File: config.mk
export PLATFORM = sky130hd
export DESIGN_NAME = alu64bit_arbiter
export DESIGN_NICKNAME = d
export VERILOG_FILES = /design/src/rtl/alu64bit_arbiter.sv
export SDC_FILE = /design/constraint.sdc
export NUM_CORES = 1
export LEC_CHECK = 0
export ABC_AREA = 1
export CAP_MARGIN = 20
export CELL_PAD_IN_SITES_DETAIL_PLACEMENT = 1
export CELL_PAD_IN_SITES_GLOBAL_PLACEMENT = 2
export CORE_ASPECT_RATIO = 0.8
export CORE_MARGIN = 5
export CORE_UTILIZATION = 18
export DETAILED_ROUTE_END_ITERATION = 6
export PLACE_DENSITY_LB_ADDON = 0.2
export SYNTH_ARGS = -nofsm -noshare
export SYNTH_HDL_FRONTEND = slang
export SYNTH_SLANG_ARGS = --single-unit
File: constraint.sdc
create_clock -name clk -period 1.6 [get_ports clk]
set_input_delay 0.16 -clock clk [delete_from_list [all_inputs] [get_ports clk]]
set_output_delay 0.16 -clock clk [all_outputs]
set_load 0.005 [all_outputs]
File: src/rtl/alu64bit_arbiter.sv
// Round-robin arbiter/sequencer sharing one combinational alu64bit between two
// requesters: accept one op, drive registered operands for one EXEC cycle, return the result.
module alu64bit_arbiter #(
    parameter int WIDTH = 64
) (
    input  logic             clk,
    input  logic             rst,
    input  logic             req0_valid,
    output logic             req0_ready,
    input  logic [WIDTH-1:0] req0_a,
    input  logic [WIDTH-1:0] req0_b,
    input  logic [1:0]       req0_op,
    input  logic             req0_cin,
    input  logic             req1_valid,
    output logic             req1_ready,
    input  logic [WIDTH-1:0] req1_a,
    input  logic [WIDTH-1:0] req1_b,
    input  logic [1:0]       req1_op,
    input  logic             req1_cin,
    output logic             rsp0_valid,
    input  logic             rsp0_ready,
    output logic             rsp1_valid,
    input  logic             rsp1_ready,
    output logic [WIDTH-1:0] rsp_s,
    output logic             rsp_cout,
    output logic [WIDTH-1:0] alu_a,
    output logic [WIDTH-1:0] alu_b,
    output logic [1:0]       alu_op,
    output logic             alu_cin,
    input  logic [WIDTH-1:0] alu_s,
    input  logic             alu_cout,
    output logic             busy
);

    // Handshakes: a transfer happens on a rising edge where valid && ready are both high;
    // ready is a function of state and valid, and valid never waits on ready.
    typedef enum logic [1:0] {
        IDLE = 2'd0,
        EXEC = 2'd1,
        RESP = 2'd2
    } state_t;

    state_t           state_q, state_d;
    logic             owner_q, owner_d;
    logic             prio_q, prio_d;
    logic [WIDTH-1:0] a_q, a_d;
    logic [WIDTH-1:0] b_q, b_d;
    logic [1:0]       op_q, op_d;
    logic             cin_q, cin_d;
    logic [WIDTH-1:0] s_q, s_d;
    logic             cout_q, cout_d;
    logic             grant_id;

    always_comb begin
        state_d    = state_q;
        owner_d    = owner_q;
        prio_d     = prio_q;
        a_d        = a_q;
        b_d        = b_q;
        op_d       = op_q;
        cin_d      = cin_q;
        s_d        = s_q;
        cout_d     = cout_q;
        req0_ready = 1'b0;
        req1_ready = 1'b0;
        rsp0_valid = 1'b0;
        rsp1_valid = 1'b0;
        // A lone requester wins outright; on a tie the round-robin pointer decides.
        grant_id   = (req0_valid && req1_valid) ? prio_q : req1_valid;

        case (state_q)
            IDLE: begin
                req0_ready = req0_valid && !grant_id;
                req1_ready = req1_valid && grant_id;
                if (req0_ready) begin
                    a_d     = req0_a;
                    b_d     = req0_b;
                    op_d    = req0_op;
                    cin_d   = req0_cin;
                    owner_d = 1'b0;
                    state_d = EXEC;
                end else if (req1_ready) begin
                    a_d     = req1_a;
                    b_d     = req1_b;
                    op_d    = req1_op;
                    cin_d   = req1_cin;
                    owner_d = 1'b1;
                    state_d = EXEC;
                end
            end
            EXEC: begin
                s_d     = alu_s;
                cout_d  = alu_cout;
                state_d = RESP;
            end
            RESP: begin
                rsp0_valid = !owner_q;
                rsp1_valid = owner_q;
                if (owner_q ? rsp1_ready : rsp0_ready) begin
                    prio_d  = !owner_q;
                    state_d = IDLE;
                end
            end
            default: state_d = IDLE;
        endcase
    end

    always_ff @(posedge clk) begin
        if (rst) begin
            state_q <= IDLE;
            owner_q <= 1'b0;
            prio_q  <= 1'b0;
            a_q     <= '0;
            b_q     <= '0;
            op_q    <= 2'b00;
            cin_q   <= 1'b0;
            s_q     <= '0;
            cout_q  <= 1'b0;
        end else begin
            state_q <= state_d;
            owner_q <= owner_d;
            prio_q  <= prio_d;
            a_q     <= a_d;
            b_q     <= b_d;
            op_q    <= op_d;
            cin_q   <= cin_d;
            s_q     <= s_d;
            cout_q  <= cout_d;
        end
    end

    assign alu_a    = a_q;
    assign alu_b    = b_q;
    assign alu_op   = op_q;
    assign alu_cin  = cin_q;
    assign rsp_s    = s_q;
    assign rsp_cout = cout_q;
    assign busy     = (state_q != IDLE);

endmodule
==> qor.yml <==
synth:
  synth.top_cell.area_share_pct: 44.0
  synth-edff-count: 0
  yosysWarningCount: 0
  synth_ff_type: "dfxtp_1"
  ys_seq_area_share_pct: 44.0
  synthTopCellsByArea: "dfxtp_1 (44%), nor2_1 (22%), nand2_1 (11%)"
  netlist.top_cell.by_area: "dfxtp_1"
  synthTopCellsByCount: "nor2_1 (530), nand2_1 (270), dfxtp_1 (200)"
  netlist_area_um2: 9110
  syn_nets: 1770
  async_flop_share_pct: 0
  avgSynthCellArea_um2: 6.34
  yosysMostFrequentCell: "nor2_1"
  ys_ff_latch: 200
  syn_inst: 1437
  synth.distinct_cells: 15
clocking:
  h-tree-depth: 4
  ctsRootBufferMaster: "clkbuf_16"
  cts_sinks: 200
  clockBufferDepth: 2
  clock_latency_ns: 0.47
  clk_pin_slew_worst_paths_ns: 0.09
  cts_tree: "done"
  cts_hold_buf: 0
  cts_buffers: 17
place:
  numPortBuffers: 533
  dpl.hpwl_mm: 33.9
  place_congestion: 0.780
  place_area_um2: 15400
worst_setup_path:
  cp_slowest_cell: "clkdlybuf4s50_1"
  cp_max_fo: 2
  endpoint_kind: "output port"
  start_kind: "flip-flop"
  path_buf_inv: 1
  cp.required_ns: 1.44
  crit_chain: "clkdlybuf4s50_1"
  cp.arrival_ns: 1.37
  worstSetupPathType: "reg2out"
  cp_top_family: "buffers and inverters"
  critical_path.max_stage_delay_ns: 0.57
grt:
  grt_pass1_wl_mm: 65.1
  grt_pass1_vias: 10832
  grt_max_degree: 67
  antenna_found_initial: 7
  gr-total-overflow: 0
  grtUsageTotal_pct: 15.3
floorplan:
  core_area_um2: 49900
  fp.dieH_um: 211
  start_util_pct: 18.3
  top_level_ports: 534
  fp-row-count: 73
  die_x_um: 262
  dieArea_um2: 55200
timing:
  clock_skew_ns: 0.0131
  finalHoldViolCount: 0
  fin_crit_sh_pct: 95.6
  fin_tns_setup_ns: 0
  fmax_ghz: 0.654
  drv_slew: 0
  layout_min_cycle_time_ns: 1.53
  worst_pin_slew_ns: 0.332
  rsz0062_at_grt: "false"
  setup_violations: 0
  slew_headroom_pct: 77.9
power:
  clkPwrFrac_pct: 30.2
  p_switching_mw: 4.50
  swShare_pct: 30.4
  power_leakage_nw: 7.51
  seq_power_share_pct: 39.6
  pwr-share-comb_pct: 30.2
  p_per_area_nw_per_um2: 913
  internal_power_mw: 10.3
  peakVddDrop_mv: 0.713
min_path:
  min_path_type: "in2reg"
drt:
  vias: 10451
  drt_iter0_drc: 362
  ant_nets: 0
  wl_per_cell_um: 16.8
  drcViolationCount: 0
  drt-pass1-iter-count: 4
  routed_via_density: 3.95
  wl_mm: 44.5
finish:
  layout-drive-gt1-share_pct: 5.24
  nNetsFinal: 2287
  area_growth_pct: 77.9
  final_area_um2: 16200
  finish.utilization_pct: 32.5
outcome:
  outcome: "complete, no violations"
flow_run:
  max-cap-violations: 0
layout make-up:
| class | instances | area (µm²) |
|---|---|---|
| Antenna cell | 3 | 7.51 |
| Clock buffer | 18 | 429 |
| Clock inverter | 13 | 136 |
| Fill cell | 6162 | 33700 |
| Inverter | 140 | 528 |
| Multi-Input combinational cell | 1005 | 4070 |
| Sequential cell | 200 | 4010 |
| Tap cell | 675 | 845 |
| Timing Repair Buffer | 590 | 6180 |
logic make-up after synthesis:
kind of cell	after synthesis	synth area share, %
buf+inv	232	11.7
compound gates	202	11.1
simple gates	803	33.2
flops	200	44.0
metal layers:
metal / vias to the layer above / track usage [%] / part of all wire [%]
met2: 244 / 26.5 / 49
met3: 30 / 6.74 / 8.6
met1: 4807 / 17.4 / 41
met4: 10 / 3.30 / 1.0
li1: 5360 / - / -
met5: - / 0 / 0.15
power groups by stage:
stage | clock network [mW] | logic [mW] | registers, mW
final | 4.46 | 4.47 | 5.86
after global placement | 0 | 4.43 | 5.95
after CTS | 4.73 | 4.47 | 5.87
after detailed placement | 0 | 4.46 | 5.97
after floorplan | 0 | 1.60 | 5.99
after global routing | 4.88 | 4.94 | 5.94
through the flow:
| step | worst slack (ns) | instances | hold WS [ns] | power, mW |
|---|---|---|---|---|
| after floorplan | 0.367 | 1437 | 0.229 | 7.59 |
| after global placement | -0.147 | 2602 | 0.479 | 10.4 |
| after detailed placement | -0.232 | 2602 | 0.488 | 10.4 |
| after CTS | 0.00114 | 2633 | 0.225 | 15.1 |
| after global routing | 0.0000497 | 2642 | 0.238 | 15.8 |
| final | 0.0703 | 2644 | 0.271 | 14.8 |
flip-flops by register name (all words and copies together), names as in the netlist:
signal / count
alu_a: 64
alu_b: 64
rsp_s: 64
alu_op: 2
state_q: 2
alu_cin: 1
owner_q: 1
prio_q: 1
rsp_cout: 1
worst paths after layout:
path	from	end	slack (ns)	cells after the start
worst min-delay path	alu_s[18]	rsp_s[18]	0.27	3
worst min register to register	prio_q	prio_q	0.50	2
worst max register to register	state_q[1]	alu_b[36]	0.16	9
worst max-delay path	alu_a[56]	alu_a[56]	0.07	1
cells in the final DEF, fill, tap and decap left out, drive strengths merged, types with 2 or more instances in the layout:
cell type and instances:
a21oi 4, dfxtp 200, nand3 2, buf 56
dlymetal6s2s 20, clkinvlp 2, inv 146, dlygate4sd2 6
clkinv 4, nand2 270, o21ai 197, diode 3
nor2 531, clkdlybuf4s50 503, clkbuf 22
repair_timing:
| action | 4_1_cts | 5_1_grt |
|---|---|---|
| resized for setup | 26 | 27 |
| buffers inserted | 0 | 4 |
| pin swaps | 1 | 2 |
| setup endpoints to repair | 10 | 45 |
| gates cloned | 0 | 4 |
(Power assumes the default switching activity.)
==> RTL change 1: new RTL, config.mk and constraints unchanged <==
Set the parameter `WIDTH` to 96 (it was 64).
--- a/src/rtl/alu64bit_arbiter.sv
+++ b/src/rtl/alu64bit_arbiter.sv
@@ -2,5 +2,5 @@
 // requesters: accept one op, drive registered operands for one EXEC cycle, return the result.
 module alu64bit_arbiter #(
-    parameter int WIDTH = 64
+    parameter int WIDTH = 96
 ) (
     input  logic             clk,
Ports: changed (8 resized); port bits go from 534 to 790. No check against the original RTL was run, so the function may have changed too.
==> RTL change 1 against the original RTL <==
Synthesized area grew 47%. Synthesized cell count grew 48%. Sequential cell count grew 96. Setup slack lost 0.033 ns. Wire length grew 66%. Power grew 63%. Count of clock-buffer cells in the layout grew 43. Largest power group is now the clock network. Design area grew 49%.
==> RTL change 1: results (changes against the original RTL) <==
<table>
<tr><th>Metric</th><th>Value</th></tr>
<tr><th colspan="2">Yosys</th></tr>
<tr><td>Main area contributors after synthesis</td><td>dfxtp_1 44%, nor2_1 22%, nand2_1 11%, o21ai_0 10%, inv_1 5.7%</td></tr>
<tr><td>Leading post-synthesis cells by instance count</td><td>785 x nor2_1, 397 x nand2_1, 296 x dfxtp_1, 266 x o21ai_0, 202 x inv_1</td></tr>
<tr><td>Number of nets produced by synthesis</td><td>2616 (+48%)</td></tr>
<tr><td>Count of distinct cell types in the synthesized netlist</td><td>19 (+4)</td></tr>
<tr><th colspan="2">Placed design</th></tr>
<tr><td>HPWL after detailed placement</td><td>57.2 mm (+69%)</td></tr>
<tr><td>Number of I/O port buffers</td><td>789 (+48%)</td></tr>
<tr><td>Cell area after placement</td><td>22800 sq um (+48%)</td></tr>
<tr><td>Placer Congestion</td><td>0.790 (+1.3%)</td></tr>
<tr><th colspan="2">Status</th></tr>
<tr><td>Outcome</td><td>completed</td></tr>
<tr><th colspan="2">GRT</th></tr>
<tr><td>Via count of the first global-routing pass</td><td>16675 (+54%)</td></tr>
<tr><td>Wire length of the first global-routing pass</td><td>105 mm (+61%)</td></tr>
<tr><td>Antenna violations before repair</td><td>29 (+22)</td></tr>
<tr><th colspan="2">Power</th></tr>
<tr><td>Highest ir drop seen on vdd</td><td>0.662 mV (-7.2%)</td></tr>
<tr><td>Static leakage</td><td>12.0 nW (+60%)</td></tr>
<tr><th colspan="2">Drt</th></tr>
<tr><td>Final wirelength</td><td>74.0 mm (+66%)</td></tr>
<tr><td>DRT iter0 DRCs</td><td>662 (+83%)</td></tr>
<tr><td>Via count</td><td>15928 (+52%)</td></tr>
<tr><th colspan="2">Final layout</th></tr>
<tr><td>Final cell count without fillers</td><td>3952 (+49%)</td></tr>
<tr><th colspan="2">Clock tree</th></tr>
<tr><td>Buffers from clock root to sink, at most</td><td>3 (+1)</td></tr>
<tr><th colspan="2">Critical path</th></tr>
<tr><td>Worst-path fanout max</td><td>3 (+1)</td></tr>
<tr><td>Number of cells traversed by the worst register-to-register path</td><td>8 (-1)</td></tr>
<tr><td>Worst path top cell family by delay</td><td>flip-flops</td></tr>
<tr><td>Maximum cell stage delay along the critical path</td><td>0.33 ns (-0.24 ns)</td></tr>
<tr><td>Critical Path Slowest Stage Cell</td><td>dfxtp_2</td></tr>
<tr><td>Data arrival time of the critical path</td><td>1.40 ns (+0.03 ns)</td></tr>
<tr><th colspan="2">Timing</th></tr>
<tr><td>Worst-Margin Slew</td><td>0.401 ns (+0.0690 ns)</td></tr>
</table>
==> RTL change 1: cell types whose count changed after synthesis, sizes merged, moves of 26 or more <==
cell	delta
nor2	+256
nand2	+128
o21ai	+96
dfxtp	+96
inv	+64
buf	+26
==> RTL change 1: cell type report <==
type,instances,area [sq um]
clock buffer,61,1210
inverter,204,771
sequential,296,5940
antenna,19,47.5
clock inverter,10,134
timing repair buffer,876,8750
fill,9156,49500
multi-input combinational,1485,6030
tap,1001,1250
==> RTL change 1: tightest hold or removal path, cell delays in order <==
cell and delay [ns]:
clkdlybuf4s50_1 0.39, nor2_1 0.10, nor2_1 0.05
==> RTL change 1: how the worst max path moves through the flow <==
stage | cells past startpoint | from | endpoint
floorplan | 9 | state_q[1] | alu_a[64]
global placement | 8 | req1_valid | alu_a[94]
detailed placement | 8 | req1_valid | alu_b[51]
CTS | 5 | state_q[1] | req1_ready
global route | 5 | state_q[1] | req1_ready
finish | 5 | state_q[1] | req1_ready
==> RTL change 1: logic make-up (layout without fill, tap and decap cells) <==
| group | Yosys count | after routing | synth area share |
|---|---|---|---|
| DFF | 296 | 296 | 0.444 |
| and+or+nand+nor | 1187 | 1187 | 0.335 |
| AOI/OAI and AO/OA | 298 | 298 | 0.112 |
| other | 0 | 19 | 0 |
| buffers and inverters | 342 | 1151 | 0.110 |
==> RTL change 1: power groups by stage <==
stage	clock network [W]	logic, W	registers, W
floorplan	0	0.00229	0.00887
global placement	0	0.00655	0.00882
detailed placement	0	0.00665	0.00885
CTS	0.00971	0.00614	0.00868
global route	0.00995	0.00682	0.00878
finish	0.00927	0.00614	0.00867
==> RTL change 1: metal layers <==
layer | vias up | wire length, microns | part of all wire | GRT usage
li1 | 7983 | - | - | -
met1 | 7408 | 28400 | 0.38 | 0.185
met5 | - | 175 | 0.0024 | 0
met3 | 117 | 5450 | 0.074 | 0.0580
met4 | 24 | 2240 | 0.030 | 0.0635
met2 | 396 | 37700 | 0.51 | 0.313
==> RTL change 1: through the flow <==
stage	util	setup WS [ns]	TNS (ns)
floorplan	-	0.325	0
global route	0.328	-0.0943	-1.39
finish	0.328	0.0371	0
global placement	0.309	-0.241	-31.03
CTS	0.324	-0.0693	-0.104
detailed placement	0.309	-0.267	-35.90
==> RTL change 1: what timing repair did <==
item,4_1_cts,5_1_grt
pin swaps,2,6
buffers inserted,5,4
cloned,0,4
setup endpoints to repair,286,31
resized for setup,314,39
==> RTL change 2: new RTL, config.mk and constraints unchanged <==
Without the edit above. Re-encode `state_t` (3 states) as one-hot, 3 bits wide.
--- a/src/rtl/alu64bit_arbiter.sv
+++ b/src/rtl/alu64bit_arbiter.sv
@@ -35,8 +35,8 @@
     // Handshakes: a transfer happens on a rising edge where valid && ready are both high;
     // ready is a function of state and valid, and valid never waits on ready.
-    typedef enum logic [1:0] {
-        IDLE = 2'd0,
-        EXEC = 2'd1,
-        RESP = 2'd2
+    typedef enum logic [2:0] {
+        IDLE = 3'b001,
+        EXEC = 3'b010,
+        RESP = 3'b100
     } state_t;
 
Behaviour: same outputs for any inputs over 4 cycles, from zero or initial values and one cycle with rst high; so few cycles prove little.
==> RTL change 2 against the original RTL <==
Wire length is 2.6% higher. Global-route usage is 0.14 points lower. Clock power is 27% higher. Design area is 1.6% higher. Power is 6.9% higher. Synthesized area is 1.9% higher. Sequential power hardly changed. Via count is 1.5% higher. Sequential cell count is 1 higher. Setup slack worse by 0.034 ns.
==> RTL change 2: results (changes against the original RTL) <==
<table>
<tr><th>Metric</th><th>Value</th></tr>
<tr><th colspan="2">Yosys</th></tr>
<tr><td>Post-Syn Area per Cell</td><td>6.43 sq um (+1.4%)</td></tr>
<tr><td>Main area contributors after synthesis</td><td>dfxtp_1 43%, nand2_1 16%, inv_1 13%, a21oi_1 11%, nand3_1 7.3%</td></tr>
<tr><td>Number of nets produced by synthesis</td><td>1776 (+0.34%)</td></tr>
<tr><td>Count of distinct cell types in the synthesized netlist</td><td>17 (+2)</td></tr>
<tr><th colspan="2">Critical path</th></tr>
<tr><td>Maximum cell stage delay along the critical path</td><td>0.36 ns (-0.21 ns)</td></tr>
<tr><td>Worst-path fanout max</td><td>3 (+1)</td></tr>
<tr><td>Data arrival time of the critical path</td><td>1.40 ns (+0.03 ns)</td></tr>
<tr><th colspan="2">Clock tree</th></tr>
<tr><td>Reg clk slew, reported paths</td><td>0.05 ns (-0.04 ns)</td></tr>
<tr><td>Number of levels in the clock H-tree</td><td>1 (-3)</td></tr>
<tr><td>Inserted Clock Buffers</td><td>27 (+10)</td></tr>
<tr><td>Worst skew pair latency</td><td>0.56 ns (+0.09 ns)</td></tr>
<tr><td>Buffers from clock root to sink, at most</td><td>3 (+1)</td></tr>
<tr><th colspan="2">GRT</th></tr>
<tr><td>Maximum number of pins on one net before global-route repair</td><td>133 (+99%)</td></tr>
<tr><td>Antenna violations before repair</td><td>5 (-2)</td></tr>
<tr><th colspan="2">Timing</th></tr>
<tr><td>Worst-Margin Slew</td><td>0.588 ns (+0.256 ns)</td></tr>
<tr><th colspan="2">Drt</th></tr>
<tr><td>Via count</td><td>10605 (+1.5%)</td></tr>
<tr><td>Final wirelength</td><td>45.7 mm (+2.6%)</td></tr>
<tr><td>Mean routed wirelength per cell</td><td>17.1 microns (+1.6%)</td></tr>
<tr><th colspan="2">Final layout</th></tr>
<tr><td>Fill count</td><td>6208 (+0.75%)</td></tr>
<tr><td>Number of nets at the end of the flow</td><td>2296 (+0.39%)</td></tr>
<tr><td>Ratio of cells with drive above 1 in the final layout</td><td>0.0586 (+0.00620)</td></tr>
<tr><th colspan="2">Placed design</th></tr>
<tr><td>Placer Congestion</td><td>0.784 (+0.53%)</td></tr>
<tr><td>Dpl cells</td><td>2612 (+0.38%)</td></tr>
<tr><th colspan="2">Status</th></tr>
<tr><td>Outcome</td><td>completed</td></tr>
<tr><th colspan="2">Power</th></tr>
<tr><td>Highest ir drop seen on vdd</td><td>0.598 mV (-16%)</td></tr>
</table>
[RTL change 2: changes by cell type in the layout (fill, tap and decap cells not counted), sizes merged, moves of 3 or more]
cell,change
nand3,+135
a21oi,+196
inv,+193
o21ai,-132
nor2,-525
dlymetal6s2s,+9
nand2,+132
clkdlybuf4s50,-154
diode,+3
clkbuf,+16
dlygate4sd2,+143
[RTL change 2: path summary, 6_finish.rpt]
kind / startpoint / to / slack (ns) / depth (start not counted)
min reg2reg: rsp_s[12] / rsp_s[12] / 0.44 / 2
max: state_q[0] / rsp0_valid / 0.04 / 4
min: rst / state_q[0] / 0.14 / 4
max reg2reg: state_q[1] / alu_a[23] / 0.11 / 9
[RTL change 2: power by group]
part	switching (W)	internal, W
registers	0.000274	0.00559
logic	0.00209	0.00222
clock network	0.00242	0.00323
[RTL change 2: area by class of cell]
cell class,instances,area (sq um),share of cell area
inverter,337,1270,0.0771
tap,684,856,0.0520
timing repair buffer,584,5850,0.355
clock buffer,38,747,0.0454
antenna,6,15.0,0.000912
clock inverter,8,50.0,0.00304
sequential,201,4030,0.245
multi-input combinational,812,3640,0.221
[RTL change 2: stage by stage]
stage               total power [W]  worst slack (ns)
floorplan                   0.00769             0.329
global placement             0.0106            -0.234
detailed placement           0.0107            -0.225
CTS                          0.0162           -0.0307
global route                 0.0168           -0.0478
finish                       0.0158            0.0366
[RTL change 2: kinds of logic (layout without fill, tap and decap cells)]
logic type | count (synthesis) | count (layout) | share of synthesized area
compound gates | 266 | 266 | 0.144
other cells | 0 | 6 | 0
simple gates | 546 | 546 | 0.241
flops | 201 | 201 | 0.434
buf+inv | 430 | 967 | 0.181
[RTL change 2: per-layer routing]
layer | vias up | track usage | routed length, microns
met5 | - | 0 | 0
met2 | 237 | 0.281 | 23500
met4 | 0 | 0.0385 | 1140
met3 | 53 | 0.0391 | 2490
li1 | 5389 | - | -
met1 | 4926 | 0.175 | 18500
[RTL change 2: worst max-delay path, delay by kind of cell (launching register included)]
| family | cells | cell delay (ns) |
|---|---|---|
| buffers and inverters | 2 | 0.21 |
| and+or+nand+nor | 2 | 0.28 |
| DFF | 1 | 0.36 |
[RTL change 2: repair_timing]
item                       4_1_cts  5_1_grt
pin swaps                        3        4
setup buffers                    2        4
setup endpoints to repair      154       42
hold endpoints to repair         0        0
gates resized for setup        181       37
